File: src/rtl/axi_lite_master_bridge.sv
// axi_lite_master_bridge: turns a valid/ready command port into single AXI-Lite
// write or read transactions and returns one response per command.
// Ports:
//   clk, rst_n                        clock, synchronous active-low reset
//   cmd_valid/ready/write/addr/wdata  command port (one command in flight)
//   rsp_valid/ready/write/rdata/resp  response port (rdata is 0 for writes)
//   m_axi_aw*/w*/b*                   AXI-Lite write channels
//   m_axi_ar*/r*                      AXI-Lite read channels
module axi_lite_master_bridge #(
    parameter int DATA_W = 32,
    parameter int ADDR_W = 32
) (
    input  logic              clk,
    input  logic              rst_n,
    input  logic              cmd_valid,
    output logic              cmd_ready,
    input  logic              cmd_write,
    input  logic [ADDR_W-1:0] cmd_addr,
    input  logic [DATA_W-1:0] cmd_wdata,
    output logic              rsp_valid,
    input  logic              rsp_ready,
    output logic              rsp_write,
    output logic [DATA_W-1:0] rsp_rdata,
    output logic [1:0]        rsp_resp,
    output logic [ADDR_W-1:0] m_axi_awaddr,
    output logic              m_axi_awvalid,
    input  logic              m_axi_awready,
    output logic [DATA_W-1:0] m_axi_wdata,
    output logic              m_axi_wvalid,
    input  logic              m_axi_wready,
    input  logic              m_axi_bvalid,
    input  logic [1:0]        m_axi_bresp,
    output logic              m_axi_bready,
    output logic [ADDR_W-1:0] m_axi_araddr,
    output logic              m_axi_arvalid,
    input  logic              m_axi_arready,
    input  logic [DATA_W-1:0] m_axi_rdata,
    input  logic [1:0]        m_axi_rresp,
    input  logic              m_axi_rvalid,
    output logic              m_axi_rready
);
    typedef enum logic [2:0] {IDLE, WR, WR_B, RD_AR, RD_R, RSP} state_t;
    state_t state;
    logic aw_done, w_done, aw_now, w_now;
    // A channel counts as done if it finished earlier or handshakes at this edge.
    always_comb begin
        aw_now = aw_done | (m_axi_awvalid & m_axi_awready);
        w_now  = w_done | (m_axi_wvalid & m_axi_wready);
    end
    always_ff @(posedge clk) begin
        if (!rst_n) begin
            state         <= IDLE;
            aw_done       <= 1'b0;
            w_done        <= 1'b0;
            cmd_ready     <= 1'b1;
            rsp_valid     <= 1'b0;
            rsp_write     <= 1'b0;
            rsp_rdata     <= '0;
            rsp_resp      <= '0;
            m_axi_awaddr  <= '0;
            m_axi_awvalid <= 1'b0;
            m_axi_wdata   <= '0;
            m_axi_wvalid  <= 1'b0;
            m_axi_bready  <= 1'b0;
            m_axi_araddr  <= '0;
            m_axi_arvalid <= 1'b0;
            m_axi_rready  <= 1'b0;
        end else begin
            case (state)
                IDLE: if (cmd_valid && cmd_ready) begin
                    cmd_ready <= 1'b0;
                    aw_done   <= 1'b0;
                    w_done    <= 1'b0;
                    if (cmd_write) begin
                        m_axi_awaddr  <= cmd_addr;
                        m_axi_wdata   <= cmd_wdata;
                        m_axi_awvalid <= 1'b1;
                        m_axi_wvalid  <= 1'b1;
                        state         <= WR;
                    end else begin
                        m_axi_araddr  <= cmd_addr;
                        m_axi_arvalid <= 1'b1;
                        state         <= RD_AR;
                    end
                end
                WR: begin
                    // Each valid drops on its own handshake; a dropped valid stays low.
                    aw_done <= aw_now;
                    w_done  <= w_now;
                    if (m_axi_awready) m_axi_awvalid <= 1'b0;
                    if (m_axi_wready) m_axi_wvalid <= 1'b0;
                    if (aw_now && w_now) begin
                        m_axi_bready <= 1'b1;
                        state        <= WR_B;
                    end
                end
                WR_B: if (m_axi_bvalid) begin
                    m_axi_bready <= 1'b0;
                    rsp_resp     <= m_axi_bresp;
                    rsp_rdata    <= '0;
                    rsp_write    <= 1'b1;
                    rsp_valid    <= 1'b1;
                    state        <= RSP;
                end
                RD_AR: if (m_axi_arready) begin
                    m_axi_arvalid <= 1'b0;
                    m_axi_rready  <= 1'b1;
                    state         <= RD_R;
                end
                RD_R: if (m_axi_rvalid) begin
                    m_axi_rready <= 1'b0;
                    rsp_resp     <= m_axi_rresp;
                    rsp_rdata    <= m_axi_rdata;
                    rsp_write    <= 1'b0;
                    rsp_valid    <= 1'b1;
                    state        <= RSP;
                end
                RSP: if (rsp_ready) begin
                    rsp_valid <= 1'b0;
                    cmd_ready <= 1'b1;
                    state     <= IDLE;
                end
                default: state <= IDLE;
            endcase
        end
    end
endmodule

File: config.mk
export PLATFORM = sky130hd
export DESIGN_NAME = axi_lite_master_bridge
export DESIGN_NICKNAME = d
export VERILOG_FILES = /design/src/rtl/axi_lite_master_bridge.sv
export SDC_FILE = /design/constraint.sdc
export NUM_CORES = 1
export LEC_CHECK = 0
export ABC_AREA = 1
export BUFFER_PORTS_ARGS = -buffer_cell sky130_fd_sc_hd__buf_4
export CELL_PAD_IN_SITES_DETAIL_PLACEMENT = 0
export CELL_PAD_IN_SITES_GLOBAL_PLACEMENT = 1
export CORE_ASPECT_RATIO = 0.5
export CORE_MARGIN = 10
export CORE_UTILIZATION = 32
export CTS_CLUSTER_DIAMETER = 80
export DETAILED_ROUTE_END_ITERATION = 16
export PLACE_DENSITY_LB_ADDON = 0.05
export SLEW_MARGIN = 20
export SYNTH_ARGS = -nofsm -noshare
export SYNTH_HDL_FRONTEND = slang
export SYNTH_SLANG_ARGS = --single-unit
File: constraint.sdc
create_clock -name clk -period 1.6 [get_ports clk]
set_input_delay 0.08 -clock clk [delete_from_list [all_inputs] [get_ports clk]]
set_output_delay 0.08 -clock clk [all_outputs]
set_load 0.05 [all_outputs]
# After elaboration in Yosys (flattened, before gate mapping)
# Index checks and enable logic that the tools add are counted.
[word_totals] inputBits=110 reg_bits=143 word_cells=98
[classes] n_mux=40 n_bitwise=5 n_eq_ne=15 reduce_logical=22
[op_table] cell="32-bit two-way mux" n=2
[op_table] cell="32-bit one-hot mux with 2 select lines" n=1
[op_table] cell="2-bit inequality test (second input constant)" n=10
[op_table] cell="3-bit two-way mux" n=6
[op_table] cell="1-bit one-hot mux with 2 select lines" n=9
[op_table] cell="3-bit one-hot mux with 6 select lines" n=1
[op_table] cell="3-bit AND reduction" n=6
[op_table] cell="1-bit two-way mux" n=16
[op_table] cell="4-bit AND reduction" n=4
[op_table] cell="2-bit nonzero test" n=6
[op_table] cell="3-bit by 2-bit equality test with 1-bit output (second input constant)" n=2
[op_table] cell="3-bit equality test (second input constant)" n=2
[op_table] cell="2-bit two-way mux" n=3
[op_table] cell="6-bit AND reduction" n=1
[op_table] cell="2-bit one-hot mux with 2 select lines" n=1
[op_table] cell="3-bit by 1-bit equality test with 1-bit output (second input constant)" n=1
[op_table] cell="3-bit zero test" n=1
[op_table] cell="1-bit one-hot mux with 3 select lines" n=1
[op_table] cell="3-bit nonzero test" n=1
[op_table] cell="1-bit bitwise AND" n=2
[op_table] cell="1-bit logical AND" n=2
[op_table] cell="1-bit OR" n=2
[op_table] cell="2-bit AND reduction" n=1
[op_table] cell="1-bit inverter" n=1

# Logic depth before layout (Yosys ltp)
[logic_depth] ltp_word=5 ltp_mapped=9

# Least setup slack after synthesis
# OpenSTA, ideal clock, no wires.
[synth_path] path_type="register to register" start="register cmd_ready" end="register m_axi_awaddr[0]" period_less_slack_ps=1537 arrival_ps=1421 slack_ps=63 path_stages_with_launch=6 setup_time_ps=116 cell_sequence="dfxtp_1 > nand4_1 > buf_2 > clkbuf_2 > o21ai_0 > nor2_1"
[synth_between] elab_chain_cells=2
[synth_lines] item="from (decl)" line_no="16" text="output logic cmd_ready,"
[synth_lines] item="from (signal assigned)" line_no="55" text="cmd_ready <= 1'b1;"
[synth_lines] item="from (signal assigned)" line_no="71" text="cmd_ready <= 1'b0;"
[synth_lines] item="from (signal assigned)" line_no="120" text="cmd_ready <= 1'b1;"
[synth_lines] item="1-bit logical AND" line_no="70" text="IDLE: if (cmd_valid && cmd_ready) begin"
[synth_lines] item="3-bit AND reduction (no source line)"
[synth_lines] item="to (signal assigned)" line_no="75" text="m_axi_awaddr <= cmd_addr;"
[synth_lines] item="to (decl)" line_no="25" text="output logic [ADDR_W-1:0] m_axi_awaddr,"
# Every way passes these cells.
# A chain may end at the register's enable or synchronous reset.

# Worst setup path after layout
[layout_path] start="register state[1]" end="register m_axi_awaddr[5]"
[layout_between] elab_chain_cells=2
[layout_lines] item="from (decl)" line_no="43" text="state_t state;"
[layout_lines] item="from (signal assigned)" line_no="52" text="state <= IDLE;"
[layout_lines] item="from (signal assigned)" line_no="79" text="state <= WR;"
[layout_lines] item="from (signal assigned)" line_no="83" text="state <= RD_AR;"
[layout_lines] item="3-bit zero test" line_no="69" text="case (state)"
[layout_lines] item="3-bit AND reduction (no source line)"
# Every way passes these cells.

==> metrics.md <==
| Metric | Value |
|---|---|
| Row cnt | 32 |
| R2R cell count | 6 |
| GP Congestion | 0.726 |
| Cells on Worst Hold Path | 5 |
| FMAX | 670 MHz |
| Iteration-0 DRC Markers | 261 |
| Minimum clock period | 1.49 ns |
| PwrDens | 1570 mW/mm^2 |
| Final Cycle Share | 93.3% |
| Detailed placement HPWL | 13,800 microns |
| Reg2Reg Setup Slack | 0.11 ns |
| Worst Hold Path EP | rsp_resp[0]$_SDFFE_PN0P_ |
| Min-delay src | m_axi_bresp[0] |
| Critical path endpoint category | flip-flop |
| Biggest area consumer among synthesized cells | dfxtp_1 |
| Share of cells above drive strength 1 | 30.7% |
| Critical-path top delay cell | dfxtp_1 |
| Initial Util | between 30% and 40% |
| Fin nets | 1,130 |
| Fin util | 57.9% |
| GR Layer Usage met2 | 29.0% |
| R2r startpoint | state[1]$_SDFFE_PN0P_ |
| Max-cap viol count | 0 |
| Routed WL per cell | between 15 and 20 microns |
| Critical-path cell list | nor3_4 -> nand4_1 -> buf_4 -> buf_4 -> o21ai_0 -> nor2_1 |
| Most used cell, CP | buf_4 |
| Cell count after synthesis | 676 |
| Cells after DPL | 1,122 |
| Initial antenna violation count | 0 |
| Final Cell Area | 0.00909 sq mm |
| Synthesized cell area | 0.00522 sq mm |
| Yosys warns | 0 |
| CTS Buf Count | 17 |
| Vias per cell | around 4.5 |
| CP startpoint kind | flip-flop |
| Peak VDD IR | between 0.0006 and 0.0007 V |
| IO buf count | 247 |
| FF-to-FF End | m_axi_awaddr[5]$_SDFFE_PN0P_ |
| Total grt overflow | 0 |
| Main synth FF type | dfxtp_1 |
| Global-route wire length before repair | 31,200 microns |
| Delay-heaviest family, CP | simple AND/OR/NAND/NOR gates |
| Status | completed |
| Crit-path max FO | 17 |
| Fin cells | 1,254 |
| Final setup fails | 0 |
| DR pass1 iterations | 4 |
| Max-slew violations | 0 |
| CTS tree | built |
| Area fraction of the dominant cell type after synthesis | 54.9% |
| Final hold violation count | 0 |
| FF+latch count, synth | 143 |
| Worst slew margin | 78.7% |
| Met1 global-route usage | 20.8% |
| Vias in the first global route | 5,738 |
| Power Total | 14.2 mW |
| Slew @ Worst Pin | around 0.32 ns |
| Htree depth | 4 |
| Core area | about 0.016 sq mm |
| Synth async-reset ratio | 0% |
| Die Y | 110 microns |
| Synth cell types | 22 |
| Clock latency on the worst-skew pair | 0.41 ns |
| Sinks on the clock net | 143 |
| Root Driver | clkbuf_16 |
| Most used routing layer | met2 |
| # DRC | 0 |
| Met3 Track Usage GR | under 10% |
| Worst path buffer plus inverter count | 2 |
| Top Ports | 248 |
| Vias | between 5,000 and 6,000 |
| Max clock buf depth | 2 |
| Antenna diodes | 0 |
| Area Growth Syn to Fin | 74.3% |
| Syn avg cell area | 7.72 sq um |
| Critical path class | flip-flop to flip-flop |
| DRT Wirelength | 20,000 microns |
| Synth area leaders | dfxtp_1 55%, nor2_1 15%, o21ai_0 9.9%, nand2_1 4.7%, a21oi_1 3.7% |
| Largest net degree at the start of global routing | between 40 and 50 |
| Clk slew on worst S/H paths | 0.06 ns |
| Fillers | 1,483 |
| Clock Skew | 0.00735 ns |
| Critical Path AT | 1.78 ns |
| Post-DP Area | 0.00738 sq mm |
| Sequential fraction of the synthesis area | 54.9% |
| Crit-path max cell delay | approximately 0.33 ns |
| Die ar. | 0.0221 sq mm |
| Die Wd | 201 microns |
| Leak Pwr | approximately 4.0 nW |
| Syn Nets | around 790 |
| Antenna Nets Post-Route | 0 |
| Hold WC Path Type | input pin to flip-flop |
| Storage cell area | between 0.002 and 0.003 sq mm |
| Number of synthesized flops with an enable pin | 0 |
| WP data required | 1.89 ns |
| Multi-input gate area | between 0.002 and 0.0025 sq mm |
| GRT Util Overall | 17.6% |
-- metrics by stage --
| step | worst slack [ns] | TNS (ns) | hold WS [ns] |
|---|---|---|---|
| 3_3_place_gp | 0.125 | 0 | 0.329 |
| 6_report | 0.108 | 0 | 0.0255 |
| 5_1_grt | -0.00132 | -0.00132 | 0.0191 |
| 2_1_floorplan | 0.0627 | 0 | 0.227 |
| 4_1_cts | 0.0845 | 0 | 0.00611 |
| 3_5_place_dp | 0.124 | 0 | 0.339 |
-- worst max-delay path by stage --
stage / start / end / slack, ns / depth (start not counted)
detailed placement: state[0]$_SDFFE_PN0P_ / state[1]$_SDFFE_PN0P_ / 0.12 / 10
finish: state[1]$_SDFFE_PN0P_ / m_axi_awaddr[5]$_SDFFE_PN0P_ / 0.11 / 6
floorplan: cmd_ready$_SDFFE_PN1P_ / m_axi_awaddr[0]$_SDFFE_PN0P_ / 0.06 / 5
global route: state[1]$_SDFFE_PN0P_ / m_axi_awaddr[6]$_SDFFE_PN0P_ / -0.001 / 6
global placement: state[0]$_SDFFE_PN0P_ / state[1]$_SDFFE_PN0P_ / 0.12 / 10
CTS: state[2]$_SDFFE_PN0P_ / m_axi_awaddr[5]$_SDFFE_PN0P_ / 0.08 / 7
-- cells in the mapped netlist, types with 5 or more instances --
cell,number
clkbuf_2,6
nand2_1,65
buf_2,10
buf_4,9
nand3_1,39
inv_1,15
o21ai_0,103
dfxtp_1,143
nor2_1,210
clkbuf_1,18
nand4_1,5
a21oi_1,39
-- routing by layer --
metal	routed length (microns)	share of wire, %	vias up
li1	-	-	2880
met1	8600	43	2598
met2	9420	47	186
met3	1790	8.9	19
met4	195	0.97	0
met5	0	0	-
-- repair_timing --
action	CTS	global route
setup endpoints to repair	0	15
endpoints found under the hold margin	130	0
hold buffers	98	0
resized for setup	0	7
buffers inserted	0	0
-- cells by family after synthesis --
kind of cell | share of synthesized area [%]
AND/OR/NAND/NOR | 25.6
flip-flops | 54.9
buffers and inverters | 5.78
AO/OA/AOI/OAI | 13.8
-- flip-flops by register name, indices dropped and copies added (netlist names) --
| signal | flops |
|---|---|
| m_axi_bready | 1 |
| m_axi_awaddr | 32 |
| rsp_rdata | 32 |
| m_axi_araddr | 32 |
| state | 3 |
| m_axi_awvalid | 1 |
| rsp_resp | 2 |
| m_axi_rready | 1 |
| m_axi_arvalid | 1 |
| m_axi_wvalid | 1 |
| aw_done | 1 |
| cmd_ready | 1 |
| rsp_write | 1 |
| m_axi_wdata | 32 |
| rsp_valid | 1 |
| w_done | 1 |
-- worst register-to-register path: cells and delay by family, from the launching register on --
kind,cells,cell delay [ns]
and+or+nand+nor,3,0.44
DFF,1,0.33
buffers and inverters,2,0.41
AOI/OAI and AO/OA,1,0.19
-- final cells by class --
class / count / area share, %
Sequential cell: 143 / 31.5
Clock inverter: 12 / 2.26
Tap cell: 221 / 3.04
Clock buffer: 20 / 5.02
Inverter: 18 / 0.798
Timing Repair Buffer: 371 / 34.7
Multi-Input combinational cell: 469 / 22.7
-- where the power goes --
group | switching (mW) | total [mW] | internal [mW]
sequential | 0.320 | 4.46 | 4.14
clock | 1.57 | 4.44 | 2.87
combinational | 3.55 | 5.34 | 1.79
-- placed cells by master, fill, tap and decap left out, drive strengths merged --
cell type	n
bufinv	5
clkbuf	22
clkinvlp	2
a21oi	39
clkinv	2
nand4	6
o21ai	103
inv	21
dfxtp	143
buf	271
nand2	65
dlygate4sd3	98
nor3	3
o21bai	1
nor2	211
nand3	41
Note: power is estimated with default switching activity, not from simulation.
